<file path="config.mk">
export PLATFORM = sky130hd
export DESIGN_NAME = matrix_loader
export DESIGN_NICKNAME = d
export VERILOG_FILES = /design/src/rtl/matrix_loader.sv
export SDC_FILE = /design/constraint.sdc
export NUM_CORES = 1
export LEC_CHECK = 0
export ABC_AREA = 1
export CORE_MARGIN = 2
export CORE_UTILIZATION = 31
export CTS_CLUSTER_DIAMETER = 200
export DETAILED_ROUTE_END_ITERATION = 8
export GPL_ROUTABILITY_DRIVEN = 0
export SLEW_MARGIN = 30
export SYNTH_ARGS = -nofsm -noshare
export SYNTH_HDL_FRONTEND = slang
export SYNTH_SLANG_ARGS = --single-unit
</file>
<file path="constraint.sdc">
create_clock -name clk -period 2.95 [get_ports clk]
set_input_delay 0.59 -clock clk [delete_from_list [all_inputs] [get_ports clk]]
set_output_delay 0.59 -clock clk [all_outputs]
set_load 0.05 [all_outputs]
</file>
<file path="src/rtl/matrix_loader.sv">
// matrix_loader: packs a stream of int8 elements into one
// 256-bit word and writes it to the shared operand RAM.
module matrix_loader #(
  parameter int N_ELEM = 25
) (
  input  logic         clk,
  input  logic         rst_n,
  input  logic         start,
  input  logic         abort,
  input  logic [7:0]   dest_addr,
  input  logic         in_valid,
  input  logic [7:0]   in_data,
  output logic         in_ready,
  output logic [7:0]   mem_address,
  output logic [255:0] mem_data,
  output logic         mem_wren,
  output logic         busy,
  output logic         done
);

  typedef enum logic [1:0] {
    S_IDLE,
    S_COLLECT,
    S_WRITE,
    S_DONE
  } state_t;

  state_t       r_state;
  logic [5:0]   r_cnt;
  logic [255:0] r_buf;
  logic [7:0]   r_addr;
  logic         r_in_ready;
  logic [7:0]   r_mem_addr;
  logic [255:0] r_mem_data;
  logic         r_mem_wren;
  logic         r_busy;
  logic         r_done;

  logic [255:0] w_buf_nx;
  logic         w_last;

  assign w_last = (r_cnt == 6'(N_ELEM - 1));

  // Buffer with the current element dropped into slot r_cnt
  always_comb begin
    w_buf_nx = r_buf;
    w_buf_nx[{r_cnt[4:0], 3'b000} +: 8] = in_data;
  end

  // Load FSM; every output is a register updated on transitions
  always_ff @(posedge clk or negedge rst_n) begin
    if (!rst_n) begin
      r_state    <= S_IDLE;
      r_cnt      <= '0;
      r_buf      <= '0;
      r_addr     <= '0;
      r_in_ready <= 1'b0;
      r_mem_addr <= '0;
      r_mem_data <= '0;
      r_mem_wren <= 1'b0;
      r_busy     <= 1'b0;
      r_done     <= 1'b0;
    end else begin
      r_mem_wren <= 1'b0;
      r_done     <= 1'b0;
      unique case (r_state)
        S_IDLE: begin
          if (start) begin
            r_addr     <= dest_addr;
            r_buf      <= '0;
            r_cnt      <= '0;
            r_in_ready <= 1'b1;
            r_busy     <= 1'b1;
            r_state    <= S_COLLECT;
          end
        end
        S_COLLECT: begin
          if (abort) begin
            r_in_ready <= 1'b0;
            r_busy     <= 1'b0;
            r_state    <= S_IDLE;
          end else if (in_valid) begin
            r_buf <= w_buf_nx;
            r_cnt <= r_cnt + 6'd1;
            if (w_last) begin
              r_in_ready <= 1'b0;
              r_mem_wren <= 1'b1;
              r_mem_addr <= r_addr;
              r_mem_data <= w_buf_nx;
              r_state    <= S_WRITE;
            end
          end
        end
        S_WRITE: begin
          r_done  <= 1'b1;
          r_state <= S_DONE;
        end
        S_DONE: begin
          r_busy  <= 1'b0;
          r_state <= S_IDLE;
        end
        default: begin
          r_state <= S_IDLE;
        end
      endcase
    end
  end

  assign in_ready    = r_in_ready;
  assign mem_address = r_mem_addr;
  assign mem_data    = r_mem_data;
  assign mem_wren    = r_mem_wren;
  assign busy        = r_busy;
  assign done        = r_done;

endmodule
</file>
## Word level (Yosys, flattened, before mapping)

Cells that the tools add are included.

- Register bits: 540
- Output and inout bits: 268
- Logic and storage cells: 60
- Bits of input ports: 21

- Bitwise gates (word level): 1
- Equal/unequal tests: 10
- Shift-type cells: 2
- Add/subtract/negate cells: 2
- Mux-type cells: 26
- Reductions and logical operators: 9

Operators by type and width:

| kind | number |
|---|---|
| 256-bit two-way mux | 3 |
| 256-bit one-hot mux with 2 select lines | 1 |
| 256-bit bitwise mux | 1 |
| 8-bit by 10-bit variable shift with 256-bit output (first input constant) | 1 |
| 8-bit by 10-bit indexed part select with 256-bit output | 1 |
| 6-bit two-way mux | 3 |
| 6-bit one-hot mux with 2 select lines | 1 |
| 4-bit AND reduction | 3 |
| 1-bit two-way mux | 10 |
| 8-bit negator with 10-bit output | 1 |
| 2-bit two-way mux | 4 |
| 2-bit != test (second input constant) | 4 |
| 2-bit one-hot mux with 4 select lines | 1 |
| 6-bit by 1-bit adder with 6-bit output (second input constant) | 1 |
| 6-bit by 5-bit equality test with 1-bit output (second input constant) | 1 |
| 3-bit != test (second input constant) | 2 |
| 3-bit AND reduction | 2 |
| 2-bit equality test (second input constant) | 2 |
| 1-bit one-hot mux with 3 select lines | 1 |
| 3-bit nonzero test | 1 |
| 2-bit by 1-bit equality test with 1-bit output (second input constant) | 1 |
| 2-bit logical NOT | 1 |
| 1-bit one-hot mux with 2 select lines | 1 |
| 2-bit AND reduction | 1 |
| 2 further kinds | 2 |

## Depth between registers and ports, before layout

- Word-level depth: 6
- Gate-level depth with buffers: 14
- Gate-level depth less buffers: 12

## Least setup slack after synthesis

OpenSTA, ideal clock, no wires.

- Path type: register to register
- Start: register r_cnt[0]
- End: register r_buf[198]
- Required time: 2.832 ns
- Clock period less this slack: 2.209 ns
- Cell stages (with the launch flop): 12
- Setup slack: 0.741 ns
- Data arrival time: 2.091 ns
- Path buffers: 3
- Cells stage by stage: dfrtp_1 > buf_2 > inv_2 > ha_1 > clkbuf_1 > nor2_1 > nand3_1 > nor2_2 > buf_2 > nand3_1 > nand3_1 > nand2_1

- Longest elaborated chain between the ends: 6
- Elaborated cells between the ends (all ways): 7
- Those cells by class: 1 x add/sub; 2 x shift; 4 x mux

RTL lines:

| what | line | text |
|---|---|---|
| start: declaration | 29 | `logic [5:0] r_cnt;` |
| start signal: assignment | 84 | `r_cnt <= r_cnt + 6'd1;` |
| 8-bit negator with 10-bit output * | 47 | `w_buf_nx[{r_cnt[4:0], 3'b000} +: 8] = in_data;` |
| 8-bit by 10-bit indexed part select with 256-bit output / 8-bit by 10-bit variable shift with 256-bit output (equally long branches) | 47 |  |
| 256-bit bitwise mux * | 47 |  |
| 256-bit two-way mux * | 82 | `end else if (in_valid) begin` |
| 256-bit two-way mux * | 78 | `if (abort) begin` |
| 256-bit one-hot mux with 2 select lines * | 66 | `unique case (r_state)` |
| end signal: assignment | 83 | `r_buf <= w_buf_nx;` |
| end: declaration | 30 | `logic [255:0] r_buf;` |

Every way passes the cells marked *; elsewhere a longest branch is shown, timed or not. The select of a mux whose other input is x is not followed.
A chain may end at the register's enable or synchronous reset.

## Worst setup path after layout

- Start: register r_cnt[0]
- End: register r_mem_data[214], in the netlist mem_data[214]

- Longest elaborated chain between the ends: 3
- Elaborated cells between the ends (all ways): 6
- Those cells by class: 1 x add/sub; 1 x eq/ne; 2 x shift; 1 x mux; 1 x reduce/logical

RTL lines:

| what | line | text |
|---|---|---|
| 8-bit negator with 10-bit output | 47 |  |
| 8-bit by 10-bit indexed part select with 256-bit output / 8-bit by 10-bit variable shift with 256-bit output (equally long branches) | 47 |  |
| 256-bit bitwise mux | 47 |  |
| end signal: assignment | 89 | `r_mem_data <= w_buf_nx;` |
| end: declaration | 34 | `logic [255:0] r_mem_data;` |

Parallel ways exist; a longest one is shown, timed or not.

==> metrics.yaml <==
run_status:
  status: "completed"
die:
  pin_count: 289
  initial_core_util_pct: 31.25
  fp-row-count: 104
  dieArea_sq_um: 83370
  core_area_sq_um: 80420
  die_height_um: 288.7
  die_width_um: 288.7
timing:
  fin_crit_ps: 2713
  min_period_over_period_pct: 91.96
  rsz0062_at_grt: "false"
  skew_ps: 23.43
  setup_violations: 0
  final-max-slew-violation-count: 0
  max_freq_mhz: 368.6
  tightest_slew_ps: 659.8
  hold_viol: 0
  final.setup.tns_ps: 0
  max-slew-margin-rel_pct: 55.88
hold_path:
  hold_depth: 2
  worstHoldStart: "r_buf[124]$_DFFE_PN0P_"
  hold_path.class: "flop to flop"
  holdPathEnd: "r_buf[124]$_DFFE_PN0P_"
placement:
  hpwl_um: 60010
  numPortBuffers: 288
power_and_ir_drop:
  power_frac_seq_pct: 38.1
  power_switching_w: 0.007782
  p_sw_share_pct: 36.60
  comb_power_share_pct: 26.6
  internal-power_w: 0.01348
  p_leak_nw: 16.79
  irDropWorstVdd_mv: 0.3534
  clkPwrFrac_pct: 35.3
  p_per_area_nw_per_um2: 676.3
  finalPower_w: 0.02126
global_routing:
  grt_max_degree: 84
  grt_usage_pct: 20.14
  grt_pass1_vias: 21200
  grt_antenna_before_repair: 8
  globalRouteOverflowTotal: 0
  grt_first_pass_wirelength_um: 129600
synth:
  yosysSeqAreaShare_pct: 53.77
  syn_area_sq_um: 25130
  syn_inst: 3307
  ys_ff_latch: 540
  ys_warn_count: 0
  syn_avg_cell_area_sq_um: 7.600
  synth.distinct_cells: 28
  syn_nets: 3333
route:
  vias: 22530
  ant_nets: 0
  drt_iter0_drc: 1909
  vias_per_cell: 4.810
  dr.pass1.iters: 6
  routed_wl_um: 85330
  wl_per_cell_um: 18.22
  route.detailed.drc: 0
finish:
  final_common_cell: "nand2_1"
  drive_gt1_share_pct: 5.988
  fin_util_pct: 39.10
  antenna_cells: 0
  layout_common_cells: "nand2_1, nand3_1, dfrtp_1, clkdlybuf4s50_1, inv_1"
  nets: 3600
  areaGrowthSynthToFinish_pct: 25.11
worst_setup_path:
  worst-path-buf-inv: 3
  criticalPathCategory: "flop to flop"
  crit_top_cell: "nand2_1"
  crit_arrival_ps: 3260
  cp_slowest_stage_delay_ps: 540
  r2r_setup_slack_ps: 240
  startpoint_type: "flop"
  r2r_cells: 9
  cp.required_ps: 3490
  crit_slowest_cell: "ha_1"
  r2r-start: "r_cnt[0]$_DFFE_PN0P_"
  critical_path.top_delay_family: "simple AND/OR/NAND/NOR gates"
  crit_chain: "inv_2 -> ha_1 -> clkinvlp_4 -> nor2_1 -> buf_4 -> nand4_1 -> nand2_1 -> nand3_1 -> nand2_1"
  endpoint_kind: "flop"
  path_max_fanout: 16
  rr_endpoint: "mem_data[214]$_DFFE_PN0P_"
clock_tree:
  cts_buffer_depth: 3
  cts.clk_slew.worst_paths_ps: 60
  clk_latency_ps: 630
  clock-sinks: 540
  postCtsSetupBuffers: 0
  cts_tree: "yes"
  clockRootBuffer: "clkbuf_16"
  cts_buffers: 58
  htree_levels: 2
run:
  cap_violations: 0
final cells by class:
class	count	area [sq um]
Clock buffer	80	1624
Clock inverter	30	315.3
Fill cell	8128	48970
Inverter	287	1096
Multi-Input combinational cell	2333	9857
Sequential cell	540	13510
Tap cell	1060	1326
Timing Repair Buffer	354	3711
worst max-delay path by stage:
stage	from	to	slack [ps]	cells after the start
after floorplan	r_cnt[0]$_DFFE_PN0P_	r_buf[198]$_DFFE_PN0P_	740	11
after global placement	r_cnt[0]$_DFFE_PN0P_	mem_data[214]$_DFFE_PN0P_	380	9
after detailed placement	r_cnt[0]$_DFFE_PN0P_	mem_data[101]$_DFFE_PN0P_	350	12
after CTS	r_cnt[0]$_DFFE_PN0P_	mem_data[195]$_DFFE_PN0P_	340	11
after global routing	r_cnt[0]$_DFFE_PN0P_	r_buf[198]$_DFFE_PN0P_	10	11
final	r_cnt[0]$_DFFE_PN0P_	mem_data[214]$_DFFE_PN0P_	240	9
state kept, by name (all words and copies together), names as in the netlist, named ones only:
register     flops
mem_wren         1
r_addr           8
r_buf          256
in_ready         1
done             1
mem_address      8
busy             1
mem_data       256
r_cnt            6
r_state          1
repair_timing:
action / CTS / global route
gates resized for setup: 0 / 1
hold buffers: 1 / 0
endpoints found under the setup margin: 0 / 1
hold endpoints to repair: 48 / 0
power groups by stage:
stage	clock [W]	combinational, W	sequential (W)
final	0.00751	0.00566	0.00809
after detailed placement	0	0.00559	0.00822
after CTS	0.00767	0.00561	0.00809
after global placement	0	0.00554	0.00820
after global routing	0.00796	0.00622	0.00814
after floorplan	0	0.00366	0.00831
metrics by stage:
stage / instances / hold slack [ps] / instance area [sq um] / setup slack, ps
2_1_floorplan: 3307 / 294.4 / 25130 / 741.1
3_3_place_gp: 4573 / 460.4 / 29490 / 377.2
3_5_place_dp: 4573 / 464.8 / 29490 / 348.6
4_1_cts: 4684 / 481.4 / 31440 / 339.7
5_1_grt: 4684 / 492.4 / 31440 / 12.37
6_report: 4684 / 476.0 / 31440 / 237.2
Yosys cell counts, drive strengths merged:
cell type / count / area, sq um
nand2: 1599 / 6027
nand3: 593 / 3003
dfrtp: 540 / 13510
inv: 286 / 1076
buf: 83 / 455.4
nor2: 67 / 372.9
clkbuf: 64 / 240.2
o21ai: 33 / 165.2
nand4: 20 / 125.1
a21oi: 11 / 55.05
ha: 5 / 62.56
nor3: 4 / 25.02
clkinv: 1 / 3.750
xor2: 1 / 8.760
cells by family after synthesis:
group | count (synthesis) | synth area share [%]
buffers and inverters | 434 | 7.064
and+or+nand+nor | 2283 | 38.01
adders and majority gates | 5 | 0.2489
DFF | 540 | 53.77
xor gates and xnor gates | 1 | 0.03485
AOI/OAI and AO/OA | 44 | 0.8762
routing by layer:
metal / global-route usage (%) / vias to the layer above / wire length (um)
met5: 0 / - / 97
met4: 6.108 / 16 / 2484
met3: 4.526 / 154 / 6143
met2: 30.96 / 711 / 38140
met1: 28.26 / 10760 / 38470
li1: - / 10890 / -
worst reg2reg max path: stages (launching register included):
cell and delay (ps):
dfrtp_1 360, inv_2 80, ha_1 540, clkinvlp_4 290, nor2_1 150, buf_4 210
nand4_1 360, nand2_1 230, nand3_1 270, nand2_1 130
Note: power is estimated with default switching activity, not from simulation.
